## config.mk

```make
export PLATFORM = sky130hd
export DESIGN_NAME = seq_bit_entry
export DESIGN_NICKNAME = d
export VERILOG_FILES = /design/src/rtl/seq_bit_entry.sv
export SDC_FILE = /design/constraint.sdc
export NUM_CORES = 1
export LEC_CHECK = 0
export CAP_MARGIN = 0
export CORE_MARGIN = 2
export CORE_UTILIZATION = 45
export DETAILED_ROUTE_END_ITERATION = 16
export PLACE_DENSITY = 0.74
export SLEW_MARGIN = 0
export SYNTH_ARGS = -nofsm -noshare
export SYNTH_HDL_FRONTEND = slang
export SYNTH_SLANG_ARGS = --single-unit
export TNS_END_PERCENT = 20
```

## constraint.sdc

```tcl
create_clock -name clk -period 1.8 [get_ports clk]
set_clock_uncertainty 0.2 [all_clocks]
set_input_delay 0.45 -clock clk [delete_from_list [all_inputs] [get_ports clk]]
set_output_delay 0.45 -clock clk [all_outputs]
set_load 0.01 [all_outputs]
```

## src/rtl/seq_bit_entry.sv

```systemverilog
// Board-input front end: synchronises and debounces the entry switches and buttons into
// clean detector stimulus. Define SEQ_BIT_ENTRY_AUTOREPEAT_EN to build held-enter auto-repeat.
module seq_bit_entry #(
  parameter int DEBOUNCE_CYCLES = 4,
  parameter int REPEAT_CYCLES   = 16
) (
  input  logic       clk,
  input  logic       reset,
  input  logic       sw_bit,
  input  logic       btn_enter,
  input  logic       btn_load,
  input  logic [7:0] seq_sw,
  output logic       in_bit,
  output logic       bit_valid,
  output logic [7:0] seq_out,
  output logic       seq_load,
  output logic [7:0] bit_count
);

  localparam int CW = $clog2(DEBOUNCE_CYCLES);
  localparam logic [CW-1:0] DEB_LAST = CW'(DEBOUNCE_CYCLES - 1);
  localparam int SW  = 0;
  localparam int ENT = 1;
  localparam int LD  = 2;

  if (DEBOUNCE_CYCLES < 2 || REPEAT_CYCLES < 1) begin : g_bad_params
    $error("seq_bit_entry: DEBOUNCE_CYCLES must be >= 2 and REPEAT_CYCLES >= 1");
  end

`ifdef SEQ_BIT_ENTRY_AUTOREPEAT_EN
  localparam int RW = (REPEAT_CYCLES > 1) ? $clog2(REPEAT_CYCLES) : 1;
  localparam logic [RW-1:0] REP_LAST = RW'(REPEAT_CYCLES - 1);
  typedef enum logic [1:0] {IDLE, PRESSED, REPEAT} state_t;
  logic [RW-1:0] rep_cnt_q;
`else
  typedef enum logic {IDLE, PRESSED} state_t;
`endif

  logic [2:0]          raw;
  logic [2:0]          sync1_q, sync2_q;
  logic [7:0]          seq_sync1_q, seq_sync2_q;
  logic [2:0]          clean_q, clean_d;
  logic [2:0][CW-1:0]  cnt_q, cnt_d;
  logic                enter_rise, enter_fall, load_rise, accept;
  state_t              state_q;
  logic                in_bit_q, bit_valid_q, seq_load_q;
  logic [7:0]          seq_out_q, bit_count_q;

  assign raw = {btn_load, btn_enter, sw_bit};

  always_ff @(posedge clk or negedge reset) begin
    if (!reset) begin
      sync1_q     <= '0;
      sync2_q     <= '0;
      seq_sync1_q <= '0;
      seq_sync2_q <= '0;
      clean_q     <= '0;
      cnt_q       <= '0;
    end else begin
      sync1_q     <= raw;
      sync2_q     <= sync1_q;
      seq_sync1_q <= seq_sw;
      seq_sync2_q <= seq_sync1_q;
      clean_q     <= clean_d;
      cnt_q       <= cnt_d;
    end
  end

  // A change is only taken once the synced input has differed for DEBOUNCE_CYCLES cycles in a row.
  always_comb begin
    clean_d = clean_q;
    cnt_d   = cnt_q;
    for (int i = 0; i < 3; i++) begin
      if (sync2_q[i] == clean_q[i]) begin
        cnt_d[i] = '0;
      end else if (cnt_q[i] == DEB_LAST) begin
        clean_d[i] = ~clean_q[i];
        cnt_d[i]   = '0;
      end else begin
        cnt_d[i] = cnt_q[i] + CW'(1);
      end
    end
  end

  // Edges are taken from the debouncer's next state so the strobe lands in the flip cycle.
  assign enter_rise = clean_d[ENT] & ~clean_q[ENT];
  assign enter_fall = ~clean_d[ENT] & clean_q[ENT];
  assign load_rise  = clean_d[LD] & ~clean_q[LD];

  always_comb begin
    accept = 1'b0;
    case (state_q)
      IDLE:    accept = enter_rise;
`ifdef SEQ_BIT_ENTRY_AUTOREPEAT_EN
      PRESSED,
      REPEAT:  accept = !enter_fall && (rep_cnt_q == REP_LAST);
`endif
      default: accept = 1'b0;
    endcase
  end

  always_ff @(posedge clk or negedge reset) begin
    if (!reset) begin
      state_q     <= IDLE;
      in_bit_q    <= 1'b0;
      bit_valid_q <= 1'b0;
      seq_out_q   <= '0;
      seq_load_q  <= 1'b0;
      bit_count_q <= '0;
`ifdef SEQ_BIT_ENTRY_AUTOREPEAT_EN
      rep_cnt_q   <= '0;
`endif
    end else begin
      bit_valid_q <= accept;
      seq_load_q  <= load_rise;
      if (accept) begin
        in_bit_q <= clean_q[SW];
      end
      if (load_rise) begin
        seq_out_q   <= seq_sync2_q;
        bit_count_q <= '0;
      end else if (accept) begin
        bit_count_q <= bit_count_q + 8'd1;
      end
      case (state_q)
        IDLE: begin
          if (enter_rise) begin
            state_q <= PRESSED;
          end
`ifdef SEQ_BIT_ENTRY_AUTOREPEAT_EN
          rep_cnt_q <= '0;
`endif
        end
`ifdef SEQ_BIT_ENTRY_AUTOREPEAT_EN
        PRESSED, REPEAT: begin
          if (enter_fall) begin
            state_q   <= IDLE;
            rep_cnt_q <= '0;
          end else if (rep_cnt_q == REP_LAST) begin
            state_q   <= REPEAT;
            rep_cnt_q <= '0;
          end else begin
            rep_cnt_q <= rep_cnt_q + RW'(1);
          end
        end
`else
        PRESSED: begin
          if (enter_fall) begin
            state_q <= IDLE;
          end
        end
`endif
        default: state_q <= IDLE;
      endcase
    end
  end

  assign in_bit    = in_bit_q;
  assign bit_valid = bit_valid_q;
  assign seq_out   = seq_out_q;
  assign seq_load  = seq_load_q;
  assign bit_count = bit_count_q;

endmodule

```

==> impl_metrics.tcl <==
set metrics [dict create \
    hold_viol 0 \
    io_buffers 31 \
    path_delay_family "compound AO/OA/AOI/OAI gates" \
    cts-root-buf "clkbuf_8" \
    setup_tns_ns 0 \
    critical_path.slowest_cell "dfrtp_1" \
    avgSynthCellArea_um2 13.2 \
    arrival_ns 1.78 \
    worstPathRequired_ns 1.79 \
    ios 32 \
    pre_cts_ws_ns -0.0370 \
    finalNonFillerCells 232 \
    utilization_pct 62.9 \
    slew_headroom_pct 72.5 \
    grt_start_max_net_pins 52 \
    ys_seq_area_share_pct 72.6 \
    ant_nets 0 \
    die_w_um 66.5 \
    synth_cell_types 21 \
    cts_tree "yes" \
    place_inst 216 \
    routed_wl_mm 3.37 \
    power.density_nw_per_um2 1190 \
    holdWs_ns 0.155 \
    rrSetupSlack_ns 0.01 \
    wl_per_cell_um 14.5 \
    min_period_ns 1.79 \
    clock_path_buffers 2 \
    nets 200 \
    peakVddDrop_v 0.000701 \
    grt.total_usage_pct 16.7 \
    grt_overflow 0 \
    die-area_um2 4420 \
    startpoint_type "flop" \
    synth_seq_cells 51 \
    drtPass1Iterations 4 \
    fmax_mhz 559 \
    routed_via_density 5.15 \
    timing.critical_path.buf_inv 1 \
    slew_violations 0 \
    p_leak_nw 1.14 \
    cts_buffers 5 \
    cp_max_fo 5 \
    setup.worst_path.end_class "flop" \
    core_area_um2 3720 \
    numClockSinks 51 \
    yosysWarnings 0 \
    fin_ws_ns 0.00957 \
    grt_pass1_wl_mm 5.23 \
    crit_chain "ha_4 > nand4bb_2 > buf_4 > o31ai_1 > a21oi_2" \
    path_depth 5 \
    syn_to_final_growth_pct 33.0 \
    drt_iter0_drc 103 \
    min_period_over_period_pct 99.5 \
    netlist_area_um2 1760 \
    drc 0 \
    outcome "finished clean" \
    holdCritPathClass "flop to flop" \
    antenna_found_initial 0 \
    insertion_delay_ns 0.31 \
    worstHoldPathCells 0 \
    netlist_instances 133 \
    htreeDepth 2 \
    synth_fp_nets 150 \
    crit_type "flop to flop" \
    rr_worst_depth 5 \
    num_vias 1195 \
    drv_cap 0 \
    place_hpwl_mm 2.13 \
    worst_slew_pin_slew_ns 0.408 \
    path_clk_slew_ns 0.09 \
    gp_congestion 0.792 \
    slowest_delay_ns 0.41 \
    n_antenna_cell 0 \
    floorplan.initialDensity_pct 47.3 \
    rsz0062_at_grt "true" \
    setup_violations 0 \
    die_y_um 66.5 \
    drive_gt1_share_pct 16.3 \
    grt_pass1_vias 1196 \
    num_rows 22 \
]
## power breakdown
group,internal [W],total [W],leakage (nW),switching [W]
clock,0.000279,0.000653,0.0418,0.000374
combinational,0.000334,0.000613,0.465,0.000279
sequential,0.00137,0.00151,0.633,0.000145
total,0.00198,0.00278,1.14,0.000798
## worst paths after layout
kind                                            from                       end
worst max register to register    cnt_q[2]$_DFF_PN0_  bit_count[6]$_DFFE_PN0P_
worst min register to register  sync1_q[1]$_DFF_PN0_      sync2_q[1]$_DFF_PN0_
worst min-delay path            sync1_q[1]$_DFF_PN0_      sync2_q[1]$_DFF_PN0_
worst max-delay path              cnt_q[2]$_DFF_PN0_  bit_count[6]$_DFFE_PN0P_
min in group asynchronous                      reset  seq_sync1_q[1]$_DFF_PN0_
max in group asynchronous                      reset  bit_count[0]$_DFFE_PN0P_
## per-layer routing
layer	track usage, %	vias up	wire, um
met5	0	-	0
met4	8.42	0	118
met3	7.77	13	207
met2	28.6	42	1770
met1	17.0	592	1280
li1	-	548	-
## cells in the final DEF (no fill, tap or decap), types with 2 or more instances in the layout
cell and instances:
dlygate4sd2_1 19, or4_1 5, clkbuf_8 5, nand3_1 2, inv_1 3, dfrtp_1 50, a21oi_2 3, o31ai_1 5
clkdlybuf4s50_1 11, a21oi_1 5, buf_4 11, nand2_1 32, nor3_1 3, xnor2_1 4, mux2_2 3, o21ai_0 2
ha_1 3, nor2b_1 3
## repair_timing
action,4_1_cts,5_1_grt
gates resized for setup,22,4
hold buffers,1,0
hold endpoints to repair,51,0
buffers inserted,5,1
pin swaps,0,0
gates cloned,0,1
setup endpoints to repair,24,5
## logic make-up after synthesis
kind of cell / count (synthesis) / share of synthesized area [%]
flip-flops: 51 / 72.6
AND/OR/NAND/NOR: 49 / 13.4
AO/OA/AOI/OAI: 16 / 5.41
buffers and inverters: 6 / 1.78
XOR/XNOR: 4 / 1.99
adder cells (fa/ha/maj): 4 / 2.85
multiplexers: 3 / 1.92
## synthesized netlist by cell type
library cell	instances	share of area (%)
o21ai_0	2	0.57
nor2b_1	3	1.1
nand3b_1	1	0.43
o31ai_1	5	2.1
nand4_1	1	0.36
nand4bb_2	1	0.93
xnor2_1	4	2.0
mux2_2	3	1.9
a21oi_1	8	2.3
a21o_1	1	0.43
nor3_1	3	0.85
ha_1	4	2.8
buf_6	1	0.64
dfrtp_1	51	73
nand2_1	32	6.8
nand3_1	2	0.57
inv_1	3	0.64
clkinv_1	1	0.21
nor2_1	1	0.21
or4_1	5	2.1
buf_2	1	0.28
## layout make-up
class                           count  area, um2
Fill cell                         297       1380
Multi-Input combinational cell     77        500
Clock buffer                        6       72.6
Inverter                            4       15.0
Tap cell                           48       60.1
Sequential cell                    51       1280
Clock inverter                      2       16.3
Timing Repair Buffer               44        394
## per-stage QoR
stage	cell area [um2]	power [W]
6_report	2340	0.00278
5_1_grt	2340	0.00296
4_1_cts	2290	0.00278
3_5_place_dp	2160	0.00217
3_3_place_gp	2160	0.00211
2_1_floorplan	1760	0.00180
## registers in the layout, indices dropped and copies added, names as in the netlist, 3 cells and up
register,count
sync1_q,3
seq_sync2_q,8
clean_q,3
cnt_q,6
sync2_q,3
seq_sync1_q,8
seq_out,8
bit_count,8
(Power assumes the default switching activity.)
